`src/rtl/top_level.sv`:
```
// Fixed-function processor: 256x8 data memory plus three built-in programs run in rotation
// (Hamming encode, Hamming decode/correct, 5-bit pattern count), one program per START.
module top_level (
  input  logic CLK,
  input  logic RESET,
  input  logic START,
  output logic DONE
);

  typedef enum logic [2:0] {StIdle, StRun1, StRun2, StRun3, StFin} state_e;

  state_e      state_q, state_d;
  logic [1:0]  prog_q, prog_d;
  logic [4:0]  idx_q, idx_d;
  logic [7:0]  cnt_win_q, cnt_win_d;
  logic [7:0]  cnt_byte_q, cnt_byte_d;
  logic [7:0]  cnt_bit_q, cnt_bit_d;

  logic        pair_we, cnt_we;
  logic [7:0]  rd_addr0, rd_addr1, pair_addr;
  logic [7:0]  rd_lo, rd_hi;
  logic [4:0]  rd_pat;
  logic [15:0] pair_data;

  // Encoder
  logic [11:1] d_enc;
  logic        p8, p4, p2, p1, p0;
  logic [15:0] enc_w;

  // Decoder
  logic [15:0] r;
  logic [3:0]  syn;
  logic        par;
  logic [1:0]  flag;
  logic [10:0] dec_data;
  logic [15:0] dec_o;

  // Pattern counter
  logic [11:0] win;
  logic [2:0]  n_in;
  logic [3:0]  n_bit;

  // Address generation: P1/P2 walk 16-bit pairs, P3 walks bytes with one byte of lookahead.
  always_comb begin
    if (state_q == StRun3) begin
      rd_addr0 = 8'd128 + {3'b000, idx_q};
    end else if (state_q == StRun2) begin
      rd_addr0 = 8'd64 + {2'b00, idx_q, 1'b0};
    end else begin
      rd_addr0 = {2'b00, idx_q, 1'b0};
    end
    rd_addr1  = rd_addr0 + 8'd1;
    pair_addr = ((state_q == StRun2) ? 8'd94 : 8'd30) + {2'b00, idx_q, 1'b0};
  end

  always_comb begin
    d_enc = {rd_hi[2:0], rd_lo};
    p8    = ^d_enc[11:5];
    p4    = ^{d_enc[11:8], d_enc[4:2]};
    p2    = ^{d_enc[11], d_enc[10], d_enc[7], d_enc[6], d_enc[4], d_enc[3], d_enc[1]};
    p1    = ^{d_enc[11], d_enc[9], d_enc[7], d_enc[5], d_enc[4], d_enc[2], d_enc[1]};
    p0    = ^{d_enc, p8, p4, p2, p1};
    enc_w = {d_enc[11:5], p8, d_enc[4:2], p4, d_enc[1], p2, p1, p0};
  end

  always_comb begin
    int dpos;
    r   = {rd_hi, rd_lo};
    syn = '0;
    for (int k = 1; k < 16; k++) begin
      if (r[k]) syn = syn ^ 4'(k);
    end
    par      = ^r;
    dpos     = 0;
    dec_data = '0;
    // Data bits sit at the non-power-of-two positions; only a single error (par=1) is corrected.
    for (int k = 1; k < 16; k++) begin
      if ((k & (k - 1)) != 0) begin
        dec_data[dpos] = r[k] ^ (par && (syn == 4'(k)));
        dpos = dpos + 1;
      end
    end
    if (par)               flag = 2'b01;
    else if (syn != 4'd0)  flag = 2'b10;
    else                   flag = 2'b00;
    dec_o = {flag, 3'b000, dec_data};
  end

  always_comb begin
    win   = {rd_lo, rd_hi[7:4]};
    n_in  = '0;
    n_bit = '0;
    // Offsets 0..3 are the in-byte windows; 4..7 reach into the next byte, absent for byte 31.
    for (int j = 0; j < 8; j++) begin
      if (win[11-j -: 5] == rd_pat) begin
        if (j < 4) n_in = n_in + 3'd1;
        if (j < 4 || idx_q != 5'd31) n_bit = n_bit + 4'd1;
      end
    end
  end

  assign pair_data = (state_q == StRun2) ? dec_o : enc_w;
  assign DONE      = (state_q == StFin);

  always_comb begin
    state_d    = state_q;
    prog_d     = prog_q;
    idx_d      = idx_q;
    cnt_win_d  = cnt_win_q;
    cnt_byte_d = cnt_byte_q;
    cnt_bit_d  = cnt_bit_q;
    pair_we    = 1'b0;
    cnt_we     = 1'b0;
    unique case (state_q)
      StIdle, StFin: begin
        if (START) begin
          idx_d = '0;
          unique case (prog_q)
            2'd0:    state_d = StRun1;
            2'd1:    state_d = StRun2;
            default: begin
              state_d    = StRun3;
              cnt_win_d  = '0;
              cnt_byte_d = '0;
              cnt_bit_d  = '0;
            end
          endcase
          prog_d = (prog_q == 2'd2) ? 2'd0 : prog_q + 2'd1;
        end
      end
      StRun1, StRun2: begin
        pair_we = 1'b1;
        idx_d   = idx_q + 5'd1;
        if (idx_q == 5'd14) state_d = StFin;
      end
      StRun3: begin
        cnt_we     = 1'b1;
        idx_d      = idx_q + 5'd1;
        cnt_win_d  = cnt_win_q + {5'b00000, n_in};
        cnt_byte_d = cnt_byte_q + {7'b0000000, (n_in != 3'd0)};
        cnt_bit_d  = cnt_bit_q + {4'b0000, n_bit};
        if (idx_q == 5'd31) state_d = StFin;
      end
      default: state_d = StIdle;
    endcase
  end

  always_ff @(posedge CLK) begin
    if (RESET) begin
      state_q    <= StIdle;
      prog_q     <= 2'd0;
      idx_q      <= '0;
      cnt_win_q  <= '0;
      cnt_byte_q <= '0;
      cnt_bit_q  <= '0;
    end else begin
      state_q    <= state_d;
      prog_q     <= prog_d;
      idx_q      <= idx_d;
      cnt_win_q  <= cnt_win_d;
      cnt_byte_q <= cnt_byte_d;
      cnt_bit_q  <= cnt_bit_d;
    end
  end

  if (1) begin : dp
    if (1) begin : dm
      logic [7:0] core [0:255];

      assign rd_lo  = core[rd_addr0];
      assign rd_hi  = core[rd_addr1];
      assign rd_pat = core[160][4:0];

      // Not reset; a RESET cycle suppresses writes so partial results stay as they were.
      always_ff @(posedge CLK) begin
        if (!RESET && pair_we) begin
          core[pair_addr]              <= pair_data[7:0];
          core[{pair_addr[7:1], 1'b1}] <= pair_data[15:8];
        end
        if (!RESET && cnt_we) begin
          core[192] <= cnt_win_d;
          core[193] <= cnt_byte_d;
          core[194] <= cnt_bit_d;
        end
      end
    end
  end

endmodule

```
`config.mk`:
```
export PLATFORM = sky130hd
export DESIGN_NAME = top_level
export DESIGN_NICKNAME = d
export VERILOG_FILES = /design/src/rtl/top_level.sv
export SDC_FILE = /design/constraint.sdc
export NUM_CORES = 1
export LEC_CHECK = 0
export ABC_CLOCK_PERIOD_IN_PS = 3500
export BUFFER_PORTS_ARGS = -buffer_cell sky130_fd_sc_hd__clkbuf_2
export CORE_MARGIN = 1
export CORE_UTILIZATION = 30
export CTS_BUF_LIST = sky130_fd_sc_hd__clkbuf_4 sky130_fd_sc_hd__clkbuf_8
export CTS_CLUSTER_SIZE = 28
export DETAILED_ROUTE_END_ITERATION = 10
export GPL_ROUTABILITY_DRIVEN = 0
export MAX_ROUTING_LAYER = met4
export PLACE_DENSITY = 0.46
export SLEW_MARGIN = 5
export SYNTH_ARGS = -nofsm -noshare
export SYNTH_HDL_FRONTEND = slang
export SYNTH_SLANG_ARGS = --single-unit
```
`constraint.sdc`:
```
create_clock -name CLK -period 3.5 [get_ports CLK]
set_clock_uncertainty 0.05 [all_clocks]
set_input_delay 0.875 -clock CLK [delete_from_list [all_inputs] [get_ports CLK]]
set_output_delay 0.875 -clock CLK [all_outputs]
set_load 0.01 [all_outputs]
```
==> key figures <==
Detailed routing
  – Post-Route WL: 1170 um
  – Drt first-iter violations: 12
  – Routed wire per std cell: 11.8 um
  – Via count: 517
  – Drc violations: 0
  – First-pass detailed-route iteration total: 4
  – Antenna viol nets, final: 0
  – DR vias/cell: 5.22

Synthesis
  – Syn Nets: 76
  – Simple-gate area share of the yosys netlist: 27.0%
  – Cell taking the most area after synthesis: dfxtp_1
  – Largest family of logic cells by synthesized area: simple AND/OR/NAND/NOR gates
  – Synth Area in XOR/XNOR: 2.64%
  – Ys async rst share: 0%
  – Mapped Cells: 70
  – Multiplexer share of the synthesized area: 1.83%
  – Synth Area in Compound Gates: 22.4%
  – Seq cells post-synth: 10
  – Post-Synthesis Mean Instance Area: 8.79 um2
  – Synth cell types: 34
  – Cell area after synthesis: 616 um2
  – Top-area cell type share of the netlist area: 32.5%
  – Yosys warning total: 0
  – Synth Area in Adders: 6.10%
  – Post-synth top flop: dfxtp_1
  – Sequential fraction of the synthesis area: 32.5%
  – Post-synth EDFFs: 0
  – Area contributors post-synth: dfxtp_1, a21oi_1, ha_1

Timing
  – Slew @ Worst Pin: 452 ps
  – Max Clk Rate: 430 MHz
  – Final hold slack: 450 ps
  – Tcrit/Tclk final: 66.4%
  – Fin crit period: 2330 ps
  – Final setup margin: 1170 ps
  – Unrepaired setup endpoints after global routing: no
  – Setup_tns: 0 ps
  – # setup viols final: 0
  – Final Hold Vio Count: 0
  – Worst slew margin: 69.8%
  – Final Max Tran Viols: 0

Clocking
  – TritonCTS clock tree: done
  – Clock tree buffer depth: 2
  – Clk root buf: clkbuf_4
  – # Post-CTS Setup Buffers: 0
  – H-tree level count: 1
  – Post-CTS Resized: 0
  – Clk slew on worst S/H paths: 60 ps
  – TritonCTS Buffers: 3
  – Hold buffer count at cts: 0
  – Worst-Skew Late Latency: 260 ps
  – CTS Sinks: 10

Placement
  – Port-buffer cells: 3
  – Post-place setup slack: 1430 ps
  – Placed inst area: 622 um2

Worst hold path
  – Worst min path class: flip-flop to flip-flop

Global route
  – Vias in the first global route: 390
  – Gr ovfl total: 0
  – GRT Util Overall: 12.8%
  – Initial antenna violation count: 0
  – Largest net degree at the start of global routing: 12
  – First-pass GRT wire length: 1810 um

Setup path
  – Crit start category: flip-flop
  – R2r setup slk: 1800 ps
  – Critical path class: flip-flop to output port
  – Max FO, Critical Path: 10
  – Crit path DAT: 1400 ps
  – Critical Path RT: 2570 ps
  – CP endpoint kind: output port

Power and ir drop
  – Worst vdd ir: 0.000273 V
  – Comb power frac: 28.9%
  – P_leak: 0.231 nW
  – Sw Pwr: 0.000115 W
  – Clock Power Share: 23.4%
  – Part of the power in registers: 47.7%
  – Sw frac: 34.9%
  – Pwr/cell area: 510 mW/mm2
  – Internal power: 0.000214 W

Layout
  – Most frequent cells in the layout: dfxtp_1, a21oi_1, nand2_1
  – Most common cell after layout, fill and taps aside: dfxtp_1
  – Ant diodes: 0
  – Syn-to-layout area delta: 4.67%
  – Share of cells above drive strength 1: 15.3%
  – Post-route cell area: 644 um2
  – Layout Nets: 80

Run status
  – Status: complete, no violations

Die
  – Die Span Y: 47.3 um
  – Die area: 0.00224 mm2
  – Initial Util: 31.7%
  – Io pins: 4
  – Core Region: 0.00194 mm2
  – Die Wd: 47.3 um
  – Row cnt: 16

Flow run
  – Maxcap violations: 0
[final timing paths]
path	start	endpoint	cells past startpoint
max	state_q[1]	DONE	3
min	idx_q[4]	idx_q[4]	2
max reg2reg	idx_q[0]	prog_q[0]	6
min reg2reg	idx_q[4]	idx_q[4]	2
[kinds of logic (layout without fill, tap and decap cells)]
logic type	Yosys count	count (layout)
compound gates	22	22
buf+inv	5	7
simple gates	28	28
xor+xnor	1	1
flops	10	10
mux	1	1
fa+ha+maj	3	3
[critical path, cell delays in order (launching register included)]
cell	delay, ps
dfxtp_1	410
nor2_1	420
and2_1	190
clkbuf_2	120
[power by group through the flow]
| stage | combinational, W | sequential (W) | clock (W) |
|---|---|---|---|
| after global placement | 0.0000974 | 0.000158 | 0 |
| after detailed placement | 0.0000951 | 0.000159 | 0 |
| after floorplan | 0.0000985 | 0.000142 | 0 |
| final | 0.0000950 | 0.000157 | 0.0000768 |
| after CTS | 0.0000959 | 0.000156 | 0.0000816 |
| after global routing | 0.000108 | 0.000159 | 0.0000890 |
[per-layer routing]
metal	wire, um	vias up	GRT usage (%)
met3	65	2	5.77
met2	529	14	16.4
met1	568	241	17.0
met5	0	-	-
li1	-	260	-
met4	9	0	5.14
[cells in the mapped netlist, types with 2 or more instances]
| library cell | instances |
|---|---|
| a21oi_1 | 8 |
| a31oi_1 | 2 |
| nand2_1 | 5 |
| nand4b_1 | 2 |
| nor2_1 | 4 |
| a311oi_1 | 2 |
| nand3_1 | 2 |
| dfxtp_1 | 10 |
| o21ai_0 | 4 |
| ha_1 | 3 |
| nand3b_1 | 3 |
| nand2b_1 | 3 |
[sequential cells by signal (all words and copies together) (netlist names)]
name and count:
idx_q 5, state_q 3, prog_q 2
[area by class of cell]
cell class	count	area [um2]
tap	27	33.8
sequential	10	200
clock buffer	3	22.5
timing repair buffer	3	15.0
inverter	1	3.75
multi-input combinational	55	369
fill	220	1300
[stage by stage]
| stage | cells | util (%) | power [W] |
|---|---|---|---|
| after floorplan | 70 | - | 0.000240 |
| after global placement | 96 | 32.0 | 0.000256 |
| after detailed placement | 96 | 32.0 | 0.000254 |
| final | 99 | 33.2 | 0.000329 |
| after CTS | 99 | 33.2 | 0.000334 |
| after global routing | 99 | 33.2 | 0.000356 |
(Power assumes the default switching activity.)
